### src/rtl/ps2_scan_ctrl_if.sv
// Bundles the ps2_keyboard FIFO side, the key-event side and the status
// outputs of ps2_scan_ctrl. The slave view belongs to the controller. The
// master view belongs to whoever plays keyboard FIFO and event consumer.
interface ps2_scan_ctrl_if #(
  parameter int CNT_W = 8
);
  logic             ready;
  logic [7:0]       data;
  logic             overflow;
  logic             nextdata_n;
  logic             evt_valid;
  logic             evt_ready;
  logic [7:0]       evt_code;
  logic             evt_ext;
  logic             evt_break;
  logic             held_valid;
  logic [7:0]       held_code;
  logic [CNT_W-1:0] press_cnt;
  logic             ovf_flag;
  logic [3:0]       err_cnt;

  modport slave (
    input  ready, data, overflow, evt_ready,
    output nextdata_n, evt_valid, evt_code, evt_ext, evt_break,
           held_valid, held_code, press_cnt, ovf_flag, err_cnt
  );

  modport master (
    output ready, data, overflow, evt_ready,
    input  nextdata_n, evt_valid, evt_code, evt_ext, evt_break,
           held_valid, held_code, press_cnt, ovf_flag, err_cnt
  );
endinterface

### src/rtl/ps2_scan_ctrl.sv
// ps2_scan_ctrl: pops scan bytes from the ps2_keyboard FIFO one at a time.
// It folds E0/F0 prefixes into a single key event, drops typematic repeats
// of the held key, and counts presses and error bytes. Events leave through
// a valid/ready port. While an event waits in EMIT, no further bytes are
// popped, so unread bytes stay queued in the keyboard FIFO.
module ps2_scan_ctrl #(
  parameter bit          FILTER_REPEAT = 1'b1,
  parameter logic [19:0] PREFIX_TMO    = 20'd1_000_000,
  parameter int          CNT_W         = 8
) (
  input logic            clk,
  input logic            clrn,
  ps2_scan_ctrl_if.slave bus
);

  localparam logic [1:0] IDLE   = 2'd0;
  localparam logic [1:0] POP    = 2'd1;
  localparam logic [1:0] DECODE = 2'd2;
  localparam logic [1:0] EMIT   = 2'd3;

  localparam logic [19:0] TMO_LAST = PREFIX_TMO - 20'd1;

  logic [1:0]       state;
  logic [7:0]       byte_r;
  logic             ext_p;
  logic             brk_p;
  logic [19:0]      tmr;
  logic [7:0]       evt_code_r;
  logic             evt_ext_r;
  logic             evt_break_r;
  logic             held_valid_r;
  logic             held_ext_r;
  logic [7:0]       held_code_r;
  logic [CNT_W-1:0] press_cnt_r;
  logic             ovf_r;
  logic [3:0]       err_r;
  logic             held_match;

  // The byte under decode, with its pending E0 state, names the held key.
  assign held_match = held_valid_r && (held_ext_r == ext_p) && (held_code_r == byte_r);

  // Sequencer: fetch, pop, decode, and hold each event until it is accepted.
  always_ff @(posedge clk) begin
    if (!clrn) begin
      state        <= IDLE;
      byte_r       <= 8'h00;
      ext_p        <= 1'b0;
      brk_p        <= 1'b0;
      tmr          <= 20'd0;
      evt_code_r   <= 8'h00;
      evt_ext_r    <= 1'b0;
      evt_break_r  <= 1'b0;
      held_valid_r <= 1'b0;
      held_ext_r   <= 1'b0;
      held_code_r  <= 8'h00;
      press_cnt_r  <= '0;
      ovf_r        <= 1'b0;
      err_r        <= 4'd0;
    end else begin
      ovf_r <= ovf_r | bus.overflow;
      case (state)
        IDLE: begin
          if (ext_p || brk_p) begin
            if (tmr == TMO_LAST) begin
              ext_p <= 1'b0;
              brk_p <= 1'b0;
              tmr   <= 20'd0;
            end else begin
              tmr <= tmr + 20'd1;
            end
          end
          if (bus.ready) begin
            byte_r <= bus.data;
            state  <= POP;
          end
        end
        POP: begin
          state <= DECODE;
        end
        DECODE: begin
          tmr   <= 20'd0;
          state <= IDLE;
          if (byte_r == 8'hE0) begin
            ext_p <= 1'b1;
          end else if (byte_r == 8'hF0) begin
            brk_p <= 1'b1;
          end else if ((byte_r == 8'h00) || (byte_r == 8'hFF)) begin
            if (err_r != 4'hF) begin
              err_r <= err_r + 4'd1;
            end
            ext_p <= 1'b0;
            brk_p <= 1'b0;
          end else begin
            ext_p <= 1'b0;
            brk_p <= 1'b0;
            if (brk_p) begin
              if (held_match) begin
                held_valid_r <= 1'b0;
              end
              evt_code_r  <= byte_r;
              evt_ext_r   <= ext_p;
              evt_break_r <= 1'b1;
              state       <= EMIT;
            end else if (!(FILTER_REPEAT && held_match)) begin
              held_valid_r <= 1'b1;
              held_ext_r   <= ext_p;
              held_code_r  <= byte_r;
              press_cnt_r  <= press_cnt_r + CNT_W'(1);
              evt_code_r   <= byte_r;
              evt_ext_r    <= ext_p;
              evt_break_r  <= 1'b0;
              state        <= EMIT;
            end
          end
        end
        EMIT: begin
          if (bus.evt_ready) begin
            state <= IDLE;
          end
        end
        default: begin
          state <= IDLE;
        end
      endcase
    end
  end

  assign bus.nextdata_n = (state != POP);
  assign bus.evt_valid  = (state == EMIT);
  assign bus.evt_code   = evt_code_r;
  assign bus.evt_ext    = evt_ext_r;
  assign bus.evt_break  = evt_break_r;
  assign bus.held_valid = held_valid_r;
  assign bus.held_code  = held_code_r;
  assign bus.press_cnt  = press_cnt_r;
  assign bus.ovf_flag   = ovf_r;
  assign bus.err_cnt    = err_r;

endmodule

### src/flat_wrapper.sv
// flat-port wrapper written by rule: the top's interface ports become plain ports
module ps2_scan_ctrl_flat 
#(
  parameter bit          FILTER_REPEAT = 1'b1,
  parameter logic [19:0] PREFIX_TMO    = 20'd1_000_000,
  parameter int          CNT_W         = 8
)
  (clk, clrn, bus_ready, bus_data, bus_overflow, bus_evt_ready, bus_nextdata_n, bus_evt_valid, bus_evt_code, bus_evt_ext, bus_evt_break, bus_held_valid, bus_held_code, bus_press_cnt, bus_ovf_flag, bus_err_cnt);
  ps2_scan_ctrl_if #(.CNT_W(CNT_W)) bus_i ();
  input logic clk;
  input logic clrn;
  input wire logic [$bits(bus_i.ready)-1:0] bus_ready;
  input wire logic [$bits(bus_i.data)-1:0] bus_data;
  input wire logic [$bits(bus_i.overflow)-1:0] bus_overflow;
  input wire logic [$bits(bus_i.evt_ready)-1:0] bus_evt_ready;
  output wire logic [$bits(bus_i.nextdata_n)-1:0] bus_nextdata_n;
  output wire logic [$bits(bus_i.evt_valid)-1:0] bus_evt_valid;
  output wire logic [$bits(bus_i.evt_code)-1:0] bus_evt_code;
  output wire logic [$bits(bus_i.evt_ext)-1:0] bus_evt_ext;
  output wire logic [$bits(bus_i.evt_break)-1:0] bus_evt_break;
  output wire logic [$bits(bus_i.held_valid)-1:0] bus_held_valid;
  output wire logic [$bits(bus_i.held_code)-1:0] bus_held_code;
  output wire logic [$bits(bus_i.press_cnt)-1:0] bus_press_cnt;
  output wire logic [$bits(bus_i.ovf_flag)-1:0] bus_ovf_flag;
  output wire logic [$bits(bus_i.err_cnt)-1:0] bus_err_cnt;
  assign bus_i.ready = bus_ready;
  assign bus_i.data = bus_data;
  assign bus_i.overflow = bus_overflow;
  assign bus_i.evt_ready = bus_evt_ready;
  assign bus_nextdata_n = bus_i.nextdata_n;
  assign bus_evt_valid = bus_i.evt_valid;
  assign bus_evt_code = bus_i.evt_code;
  assign bus_evt_ext = bus_i.evt_ext;
  assign bus_evt_break = bus_i.evt_break;
  assign bus_held_valid = bus_i.held_valid;
  assign bus_held_code = bus_i.held_code;
  assign bus_press_cnt = bus_i.press_cnt;
  assign bus_ovf_flag = bus_i.ovf_flag;
  assign bus_err_cnt = bus_i.err_cnt;
  ps2_scan_ctrl #(.FILTER_REPEAT(FILTER_REPEAT), .PREFIX_TMO(PREFIX_TMO), .CNT_W(CNT_W)) u_core (.clk(clk), .clrn(clrn), .bus(bus_i));
endmodule
### config.mk
export PLATFORM = sky130hd
export DESIGN_NAME = ps2_scan_ctrl_flat
export DESIGN_NICKNAME = d
export VERILOG_FILES = /design/src/rtl/ps2_scan_ctrl_if.sv /design/src/rtl/ps2_scan_ctrl.sv /design/src/flat_wrapper.sv
export SDC_FILE = /design/constraint.sdc
export NUM_CORES = 1
export LEC_CHECK = 0
export ABC_AREA = 1
export CAP_MARGIN = 20
export CORE_MARGIN = 3
export CORE_UTILIZATION = 40
export CTS_CLUSTER_DIAMETER = 120
export DETAILED_ROUTE_END_ITERATION = 10
export GPL_TIMING_DRIVEN = 0
export PLACE_DENSITY = 0.69
export SLEW_MARGIN = 20
export SYNTH_ARGS = -nofsm -noshare
export SYNTH_HDL_FRONTEND = slang
export SYNTH_SLANG_ARGS = --single-unit
### constraint.sdc
create_clock -name clk -period 1.7 [get_ports clk]
set_input_delay 0.17 -clock clk [delete_from_list [all_inputs] [get_ports clk]]
set_output_delay 0.17 -clock clk [all_outputs]
set_load 0.01 [all_outputs]
==> flow_summary.yaml <==
cts:
  cts_max_level: 3
  clockBufferDepth: 2
  cts.sinks: 65
  hold_buffers: 0
  insertion_delay_ns: 0.35
  cts-root-buf: "clkbuf_8"
  cts_inserted_buffers: 9
  cts_tree: "done"
  path_clk_slew_ns: 0.08
job:
  cap_violations: 0
layout:
  diodes: 0
  nNetsFinal: 580
  area_delta_synth_final_pct: 33.9
  final_cells: 669
  drive_gt1_share_pct: 20.8
  fillers: 758
power:
  intPower_mw: 2.88
  combPwrFrac_pct: 20.3
  power_leakage_nw: 1.71
  vdd_ir_drop_max_v: 0.000477
  power.density_nw_per_um2: 919
  netSwitchingFraction_pct: 29.6
  p_switching_mw: 1.21
  pwr-share-clk_pct: 37.3
  power_frac_seq_pct: 42.4
  total_power_mw: 4.09
critical_path:
  crit_path_end_kind: "flop"
  worstSetupStartpointType: "flop"
  crit_type: "reg2reg"
  cp.arrival_ns: 2.03
  path_max_fanout: 5
  crit_required_ns: 1.99
synth:
  synthFlopType: "dfxtp_1"
  synthesis.instances: 491
  async_reset_ff_share_pct: 0
  ys_ff_latch: 65
  synth_area_um2: 3320
  postSynthAreaPerCell_um2: 6.77
  synth_cell_types: 33
  syn_nets: 509
  yosysWarnings: 0
  seq_area_frac_synth_pct: 39.2
  synth-edff-count: 0
placement:
  hpwl_um: 6200
  place_inst: 639
  gp_congestion: 0.872
  io_buffers: 46
timing:
  min_period_ns: 1.74
  drv_slew: 0
  fin_skew_ns: 0.00844
  worstMarginPinSlew_ns: 0.638
  rsz0062_at_grt: "true"
  fin_crit_sh_pct: 102
  hold_viol: 0
  final.setup.tns_ns: -0.274
  finalSetupViolCount: 14
  max_freq_mhz: 574
  slew_headroom_pct: 57.4
  final.setup.worst_slack_ns: -0.0414
routing:
  drt_iter0_markers: 142
  drc: 0
  wire_per_inst_um: 13.4
  vias: 3372
  routed_wl_um: 8980
  dr.pass1.iters: 4
  viasPerCell: 5.04
  antenna_left: 0
die:
  die_w_um: 97.2
  io_pins: 47
  die_h_um: 97.2
  dieArea_um2: 9440
  design.core.area_um2: 7890
  rows: 32
  start_util_pct: 42.1
status:
  status: "finished, violations left"
  violations: "negative setup slack"
global_route:
  grt_pass1_wl_um: 14800
  gr-usage-all-layers_pct: 18.9
  grt_max_degree: 13
  first_global_vias: 3274
  overflow: 0
  antenna_found_initial: 0
min_path:
  hold_path_class: "in2reg"
-- logic make-up (layout without fill, tap and decap cells) --
family	count (synthesis)	in the layout	share of synthesized area, %
buffers and inverters	62	138	8.02
xor gates and xnor gates	12	12	3.16
DFF	65	65	39.2
adders and majority gates	5	5	1.88
AOI/OAI and AO/OA	62	62	10.3
and+or+nand+nor	285	285	37.5
-- routing by layer --
layer	part of all wire, %	vias up	GRT usage, %
met5	0	-	0
met4	2.8	0	10.2
met3	3.9	23	3.52
met1	44	1559	22.5
li1	-	1709	-
met2	49	81	32.1
-- flip-flops by register name (all words and copies together) (netlist names) --
name,count
u_core.tmr,20
u_core.bus.evt_code,8
u_core.bus.held_code,8
u_core.ext_p,1
u_core.state,2
u_core.held_ext_r,1
u_core.bus.evt_break,1
u_core.brk_p,1
u_core.bus.ovf_flag,1
u_core.byte_r,8
u_core.bus.evt_ext,1
u_core.bus.err_cnt,4
u_core.bus.held_valid,1
u_core.bus.press_cnt,8
-- power by group through the flow --
stage	logic [mW]	clock network (mW)	registers (mW)
after global routing	0.916	1.60	1.75
after CTS	0.786	1.56	1.72
after global placement	0.682	0	1.75
final	0.829	1.53	1.74
after floorplan	0.401	0	1.76
after detailed placement	0.690	0	1.75
-- per-stage QoR --
stage / setup slack [ns] / instance area (µm²) / hold WS [ns] / utilization (%)
after global routing: -0.173 / 4450 / 0.426 / 56.4
after global placement: -0.196 / 3920 / 0.446 / 49.7
after floorplan: 0.00881 / 3330 / 0.291 / -
final: -0.0414 / 4450 / 0.400 / 56.4
after detailed placement: -0.224 / 3920 / 0.457 / 49.7
after CTS: -0.0283 / 4340 / 0.387 / 55.0
-- final timing paths --
path                                     startpoint                       to  slack [ns]  depth (start not counted)
worst max-delay path               u_core.byte_r[3]  u_core.bus.press_cnt[5]       -0.04                         13
worst max register to register     u_core.byte_r[3]  u_core.bus.press_cnt[5]       -0.04                         13
worst min-delay path                   bus_overflow      u_core.bus.ovf_flag        0.40                          3
worst min register to register  u_core.bus.ovf_flag      u_core.bus.ovf_flag        0.47                          2
-- critical path, stage by stage, from the launching register on --
cell and delay, ns:
dfxtp_2 0.35, inv_4 0.04, a22o_1 0.20, nor2_1 0.09, nand3_1 0.09, nor2_2 0.16, inv_2 0.06, ha_4 0.16
nand3_4 0.08, inv_2 0.05, nand2_4 0.10, buf_6 0.13, nand2_1 0.06, a21oi_2 0.11
-- cell usage in the layout, fill, tap and decap left out, types with 13 or more instances in the layout --
cell type | Yosys | layout
clkdlybuf4s50_1 | 0 | 46
o21ai_0 | 26 | 15
buf_4 | 5 | 13
dfxtp_2 | 0 | 17
nor2_1 | 107 | 97
dfxtp_1 | 65 | 48
nand3_1 | 34 | 31
inv_1 | 42 | 38
a21oi_1 | 24 | 22
nand2_1 | 101 | 98
-- Yosys cell counts (7+ instances only) --
library cell / instances / area, µm²
dfxtp_1: 65 / 1300
o21ai_0: 26 / 130
nand4_1: 8 / 50.1
inv_1: 42 / 158
nand2_1: 101 / 379
nand2_2: 7 / 43.8
inv_2: 7 / 26.3
a21oi_1: 24 / 120
nor2_1: 107 / 402
nor3_1: 12 / 60.1
xor2_1: 9 / 78.8
nand3_1: 34 / 170
-- final cells by class --
type                            count  area [µm²]  area share, %
Multi-Input combinational cell    364        1890           42.6
Sequential cell                    65        1320           29.7
Timing Repair Buffer               60         597           13.4
Inverter                           49         186           4.19
Clock buffer                       10         138           3.09
Tap cell                          102         128           2.87
Buffer                             13        95.1           2.14
Clock inverter                      6        90.1           2.02
-- timing repair --
| action | 4_1_cts | 5_1_grt |
|---|---|---|
| endpoints found under the hold margin | 0 | 0 |
| gates resized for setup | 38 | 34 |
| endpoints found under the setup margin | 43 | 51 |
| setup buffers | 10 | 2 |
| pin swaps | 7 | 14 |
| cloned | 2 | 0 |
Power figures use the tool's default switching activity.
